### src/rtl/seq_mag_comp_if.sv
// Start/done handshake bundle for the sequential magnitude comparator.
// Optional feature macro: SEQ_MAG_COMP_SIGNED_EN (adds signed_mode).
interface seq_mag_comp_if #(
    parameter int WIDTH = 16,
    parameter int DIGIT = 1
);
    localparam int NDIG = WIDTH / DIGIT;
    localparam int CW   = $clog2(NDIG + 1);

    logic             start;
    logic [WIDTH-1:0] a;
    logic [WIDTH-1:0] b;
    logic             busy;
    logic             done;
    logic             lt;
    logic             gt;
    logic             eq;
    logic [CW-1:0]    digits;
`ifdef SEQ_MAG_COMP_SIGNED_EN
    logic             signed_mode;
`endif

`ifdef SEQ_MAG_COMP_SIGNED_EN
    modport master (
        output start, a, b, signed_mode,
        input  busy, done, lt, gt, eq, digits
    );
    modport slave (
        input  start, a, b, signed_mode,
        output busy, done, lt, gt, eq, digits
    );
`else
    modport master (
        output start, a, b,
        input  busy, done, lt, gt, eq, digits
    );
    modport slave (
        input  start, a, b,
        output busy, done, lt, gt, eq, digits
    );
`endif
endinterface

### src/rtl/seq_mag_comp.sv
// Multi-cycle magnitude comparator: examines DIGIT bits per clock, MSB first,
// and stops as soon as a digit pair differs or all NDIG digits are equal.
// Optional feature macro: SEQ_MAG_COMP_SIGNED_EN (two's-complement compare
// selected per operation by signed_mode).
module seq_mag_comp #(
    parameter int WIDTH = 16,
    parameter int DIGIT = 1
) (
    input  logic          clk,
    input  logic          rstn,
    seq_mag_comp_if.slave bus
);
    localparam int NDIG = WIDTH / DIGIT;
    localparam int CW   = $clog2(NDIG + 1);
    localparam logic [CW-1:0] NDIG_CNT = CW'(NDIG);

    typedef enum logic {
        S_IDLE = 1'b0,
        S_RUN  = 1'b1
    } state_t;

    state_t           r_state, w_state_next;
    logic [WIDTH-1:0] r_sa, w_sa_next;
    logic [WIDTH-1:0] r_sb, w_sb_next;
    logic             r_rl, w_rl_next;
    logic             r_rg, w_rg_next;
    logic [CW-1:0]    r_cnt, w_cnt_next;
    logic             r_lt, w_lt_next;
    logic             r_gt, w_gt_next;
    logic             r_eq, w_eq_next;
    logic [CW-1:0]    r_digits, w_digits_next;
    logic             r_done, w_done_next;

    logic [DIGIT-1:0] w_da, w_db;
    logic             w_rl_run, w_rg_run;
    logic [CW-1:0]    w_cnt_inc;
    logic             w_exit;
    logic [WIDTH-1:0] w_flip;

    // Current digit pair sits in the top DIGIT bits of the shift registers.
    assign w_da      = r_sa[WIDTH-1 -: DIGIT];
    assign w_db      = r_sb[WIDTH-1 -: DIGIT];
    assign w_rl_run  = r_rl | (w_da < w_db);
    assign w_rg_run  = r_rg | (w_da > w_db);
    assign w_cnt_inc = r_cnt + 1'b1;
    assign w_exit    = w_rl_run | w_rg_run | (w_cnt_inc == NDIG_CNT);

`ifdef SEQ_MAG_COMP_SIGNED_EN
    // Flipping the sign bits maps two's-complement order onto unsigned order.
    always_comb begin
        w_flip            = '0;
        w_flip[WIDTH-1]   = bus.signed_mode;
    end
`else
    assign w_flip = '0;
`endif

    // Next-state and datapath update for the IDLE/RUN controller.
    always_comb begin
        w_state_next  = r_state;
        w_sa_next     = r_sa;
        w_sb_next     = r_sb;
        w_rl_next     = r_rl;
        w_rg_next     = r_rg;
        w_cnt_next    = r_cnt;
        w_lt_next     = r_lt;
        w_gt_next     = r_gt;
        w_eq_next     = r_eq;
        w_digits_next = r_digits;
        w_done_next   = 1'b0;
        case (r_state)
            S_IDLE: begin
                if (bus.start) begin
                    w_sa_next    = bus.a ^ w_flip;
                    w_sb_next    = bus.b ^ w_flip;
                    w_rl_next    = 1'b0;
                    w_rg_next    = 1'b0;
                    w_cnt_next   = '0;
                    w_state_next = S_RUN;
                end
            end
            S_RUN: begin
                w_sa_next  = r_sa << DIGIT;
                w_sb_next  = r_sb << DIGIT;
                w_rl_next  = w_rl_run;
                w_rg_next  = w_rg_run;
                w_cnt_next = w_cnt_inc;
                if (w_exit) begin
                    // Result registers change only here, so they hold across starts.
                    w_state_next  = S_IDLE;
                    w_lt_next     = w_rl_run;
                    w_gt_next     = w_rg_run;
                    w_eq_next     = ~w_rl_run & ~w_rg_run;
                    w_digits_next = w_cnt_inc;
                    w_done_next   = 1'b1;
                end
            end
            default: w_state_next = S_IDLE;
        endcase
    end

    // State and datapath registers; reset discards any compare in flight.
    always_ff @(posedge clk or negedge rstn) begin
        if (!rstn) begin
            r_state  <= S_IDLE;
            r_sa     <= '0;
            r_sb     <= '0;
            r_rl     <= 1'b0;
            r_rg     <= 1'b0;
            r_cnt    <= '0;
            r_lt     <= 1'b0;
            r_gt     <= 1'b0;
            r_eq     <= 1'b0;
            r_digits <= '0;
            r_done   <= 1'b0;
        end else begin
            r_state  <= w_state_next;
            r_sa     <= w_sa_next;
            r_sb     <= w_sb_next;
            r_rl     <= w_rl_next;
            r_rg     <= w_rg_next;
            r_cnt    <= w_cnt_next;
            r_lt     <= w_lt_next;
            r_gt     <= w_gt_next;
            r_eq     <= w_eq_next;
            r_digits <= w_digits_next;
            r_done   <= w_done_next;
        end
    end

    assign bus.busy   = (r_state == S_RUN);
    assign bus.done   = r_done;
    assign bus.lt     = r_lt;
    assign bus.gt     = r_gt;
    assign bus.eq     = r_eq;
    assign bus.digits = r_digits;
endmodule

### src/flat_wrapper.sv
// flat-port wrapper written by rule: the top's interface ports become plain ports
module seq_mag_comp_flat 
#(
    parameter int WIDTH = 16,
    parameter int DIGIT = 1
)
  (clk, rstn, bus_start, bus_a, bus_b, bus_busy, bus_done, bus_lt, bus_gt, bus_eq, bus_digits);
  seq_mag_comp_if #(.WIDTH(WIDTH), .DIGIT(DIGIT)) bus_i ();
  input  logic clk;
  input  logic rstn;
  input wire logic [$bits(bus_i.start)-1:0] bus_start;
  input wire logic [$bits(bus_i.a)-1:0] bus_a;
  input wire logic [$bits(bus_i.b)-1:0] bus_b;
  output wire logic [$bits(bus_i.busy)-1:0] bus_busy;
  output wire logic [$bits(bus_i.done)-1:0] bus_done;
  output wire logic [$bits(bus_i.lt)-1:0] bus_lt;
  output wire logic [$bits(bus_i.gt)-1:0] bus_gt;
  output wire logic [$bits(bus_i.eq)-1:0] bus_eq;
  output wire logic [$bits(bus_i.digits)-1:0] bus_digits;
  assign bus_i.start = bus_start;
  assign bus_i.a = bus_a;
  assign bus_i.b = bus_b;
  assign bus_busy = bus_i.busy;
  assign bus_done = bus_i.done;
  assign bus_lt = bus_i.lt;
  assign bus_gt = bus_i.gt;
  assign bus_eq = bus_i.eq;
  assign bus_digits = bus_i.digits;
  seq_mag_comp #(.WIDTH(WIDTH), .DIGIT(DIGIT)) u_core (.clk(clk), .rstn(rstn), .bus(bus_i));
endmodule
### config.mk
export PLATFORM = sky130hd
export DESIGN_NAME = seq_mag_comp_flat
export DESIGN_NICKNAME = d
export VERILOG_FILES = /design/src/rtl/seq_mag_comp_if.sv /design/src/rtl/seq_mag_comp.sv /design/src/flat_wrapper.sv
export SDC_FILE = /design/constraint.sdc
export NUM_CORES = 1
export LEC_CHECK = 0
export CAP_MARGIN = 0
export CORE_MARGIN = 4
export CORE_UTILIZATION = 51
export CTS_BUF_LIST = sky130_fd_sc_hd__clkbuf_16
export DETAILED_ROUTE_END_ITERATION = 7
export GPL_ROUTABILITY_DRIVEN = 0
export PLACE_DENSITY = 0.79
export SLEW_MARGIN = 5
export SYNTH_ARGS = -nofsm -noshare
export SYNTH_HDL_FRONTEND = slang
export SYNTH_SLANG_ARGS = --single-unit
### constraint.sdc
create_clock -name clk -period 2.4 [get_ports clk]
set_clock_uncertainty 0.15 [all_clocks]
set_input_delay 0.48 -clock clk [delete_from_list [all_inputs] [get_ports clk]]
set_output_delay 0.48 -clock clk [all_outputs]
set_load 0.02 [all_outputs]
==> reports/results.tsv <==
stage	metric	value	unit
final_layout	commonest non-fill, non-tap cell in the layout	dfrtp_1	
setup_path	CP Data Required Time	2420	ps
logic_synthesis	mapped cell area	2250	um^2
place	I/O Buffers	44	
final_layout	share of cells above drive strength 1	0.0830	
setup_path	max incr delay on CP	450	ps
setup_path	CP Capture Type	flip-flop	
power_and_ir_drop	Psw	1.09	mW
route	Starting DRT DRC Count	99	
die	# rows	23	
logic_synthesis	#FFs+latches synth	49	
final_layout	antenna cell count	0	
die	Die W	74.4	um
flow_run	Max Cap Violations	0	
final_layout	FF+latch area	1230	um^2
power_and_ir_drop	switching portion of total power	0.337	
die	initial core utilization	0.546	
clocking	clock buffer depth	2	
power_and_ir_drop	power share of the clock group	0.236	
route	Vias/cell	5.39	
timing	final setup vio count	0	
clocking	CTS root buffer	clkbuf_16	
clocking	post-CTS setup buffers	0	
grt	number of global-route vias before repair	1597	
clocking	Worst-Skew Late Latency	280	ps
logic_synthesis	post-synth top area cell	dfrtp_1	
place	Placement Cell Area	2740	um^2
timing	Final Hold Vio Count	0	
power_and_ir_drop	Pwr per Cell Area	1120	nW/um^2
setup_path	slowest CP cell	dfrtp_1	
final_layout	Area Overhead vs Synth	29.1	%
place	DP HPWL	2.93	mm
timing	relative slew slack	0.633	
timing	Hold WS	17.7	ps
die	die span in y	74.4	um
die	# IOs	45	
final_layout	Multi-input gate area	951	um^2
final_layout	most frequent cells in the layout	dfrtp_1 (48), clkdlybuf4s50_1 (42), o21ai_0 (40)	
timing	RSZ-0062 raised after global routing	false	
setup_path	Crit Path Category	reg2reg	
clocking	TritonCTS buffer count	5	
setup_path	WP data arrival	2190	ps
clocking	Clk pin slew, worst setup/hold paths	60	ps
die	core area	4120	um^2
setup_path	worst r2r path cells	5	
final_layout	Final Instance Area	2900	um^2
logic_synthesis	syn nets	247	
clocking	H-tree depth	2	
timing	minimum clock period	2170	ps
clocking	PostCTS Resize Cnt	0	
timing	Max Slew Vio Count	0	
timing	Slew @ Worst Pin	544	ps
route	drt pass-1 iters	4	
power_and_ir_drop	Logic pwr share	0.317	
grt	Total GRT Usage	0.177	
final_layout	Nets	289	
clocking	hold_buf cts	0	
logic_synthesis	Warnings, synthesis	0	
route	# DRC	0	
min_path	HP Class	in2async	
timing	TNS Setup	0	ps
logic_synthesis	post-synthesis cell count	210	
die	Die ar.	5530	um^2
route	final antenna-violating net count	0	
grt	initial antenna violation count	0	
logic_synthesis	Synth top area share	0.546	
route	vias after detailed routing	1633	
setup_path	CP Max Fanout	7	
clocking	# clock sinks	49	
timing	fmax	461	MHz
grt	first-pass GRT wire length	7.42	mm
power_and_ir_drop	cell-internal power	2.16	mW
power_and_ir_drop	VDD IR-drop max	0.544	mV
outcome	status	completed	
route	final WL	4.37	mm
logic_synthesis	library cells used by synthesis	28	
final_layout	Layout fillers	305	
logic_synthesis	Seq/Total Area, Yosys	0.546	
timing	post-route clock period utilization	0.904	
grt	GRT overflow	0	
setup_path	crit-path cells	ha_1 -> nor4b_1 -> a31oi_1 -> o21ai_4 -> mux2_2	
setup_path	CP startpoint kind	flip-flop	
clocking	CTS tree	done	
power_and_ir_drop	Leak	1.33	nW
route	post-DR wirelength/cell	14.4	um
power_and_ir_drop	Seq pwr share	0.447	
grt	largest net degree at the start of global routing	59	
logic_synthesis	Post-Syn Area per Cell	10.7	um^2
logic_synthesis	main area contributors after synthesis	dfrtp_1 (55%), mux2i_1 (15%), o21ai_0 (8.9%)	
-- layer usage --
layer / share of wire / vias to the layer above / global-route usage
li1: - / 801 / -
met1: 0.44 / 786 / 0.239
met2: 0.48 / 39 / 0.279
met3: 0.065 / 7 / 0.0473
met4: 0.014 / 0 / 0.0593
met5: 0 / - / 0
-- Yosys cell counts, drive strengths merged --
cell,instances
a31oi,1
o21a,2
o41ai,1
nor2,5
inv,5
buf,5
nand2,36
mux2,5
and3,1
nor4,1
nand3b,1
nand2b,3
nor2b,3
ha,2
clkbuf,7
a21bo,1
o21ai,41
a21oi,1
dfrtp,49
nand3,2
nor4b,1
or2b,1
xor2,1
xnor2,1
mux2i,34
-- power by group through the flow --
| stage | Sequential [mW] | Clock (mW) | Combinational, mW |
|---|---|---|---|
| 2_1_floorplan | 1.45 | 0 | 0.676 |
| 3_3_place_gp | 1.45 | 0 | 1.00 |
| 3_5_place_dp | 1.46 | 0 | 1.04 |
| 4_1_cts | 1.45 | 0.778 | 1.05 |
| 5_1_grt | 1.51 | 0.814 | 1.17 |
| 6_report | 1.45 | 0.767 | 1.03 |
-- critical path, delay by kind of cell, from the launching register on --
family / cells / cell delay (ps)
AOI/OAI and AO/OA: 2 / 440
DFF: 1 / 450
muxes: 1 / 380
and+or+nand+nor: 1 / 330
adders and majority gates: 1 / 300
-- layout make-up --
class,count,area share
sequential,49,0.423
clock buffer,5,0.0431
clock inverter,3,0.0129
multi-input combinational,144,0.328
timing repair buffer,47,0.165
inverter,5,0.00647
tap,50,0.0216
-- registers in the layout, summed over array words and instances (netlist names) --
name               count
u_core.bus.busy        1
u_core.bus.gt          1
u_core.r_sa           16
u_core.r_rl            1
u_core.r_rg            1
u_core.bus.lt          1
u_core.bus.eq          1
u_core.bus.done        1
u_core.r_sb           16
u_core.bus.digits      5
u_core.r_cnt           5
-- cell families after synthesis --
kind of cell | count (synthesis) | synth area share
xor gates and xnor gates | 2 | 0.00780
adders and majority gates | 2 | 0.0111
DFF | 49 | 0.546
buffers and inverters | 17 | 0.0306
muxes | 39 | 0.178
AOI/OAI and AO/OA | 47 | 0.120
and+or+nand+nor | 54 | 0.106
-- stage by stage --
step / power, mW / cells / worst slack [ps] / util
floorplan: 2.12 / 210 / 439 / -
global route: 3.49 / 303 / 3.19 / 0.705
finish: 3.25 / 303 / 229 / 0.705
CTS: 3.28 / 303 / 226 / 0.705
detailed placement: 2.50 / 295 / 243 / 0.665
global placement: 2.45 / 295 / 338 / 0.665
-- path summary, 6_finish.rpt --
| kind | startpoint | end | slack, ps |
|---|---|---|---|
| setup / recovery | u_core.r_cnt[0] | u_core.bus.digits[1] | 230 |
| hold / removal | rstn | u_core.bus.done | 20 |
| setup reg to reg | u_core.r_cnt[0] | u_core.bus.digits[1] | 230 |
| hold reg to reg | u_core.r_sb[9] | u_core.r_sb[10] | 330 |
| max in group asynchronous | rstn | u_core.r_sa[2] | 1550 |
| min in group clk | u_core.r_sb[9] | u_core.r_sb[10] | 330 |
Note: power is estimated with default switching activity, not from simulation.
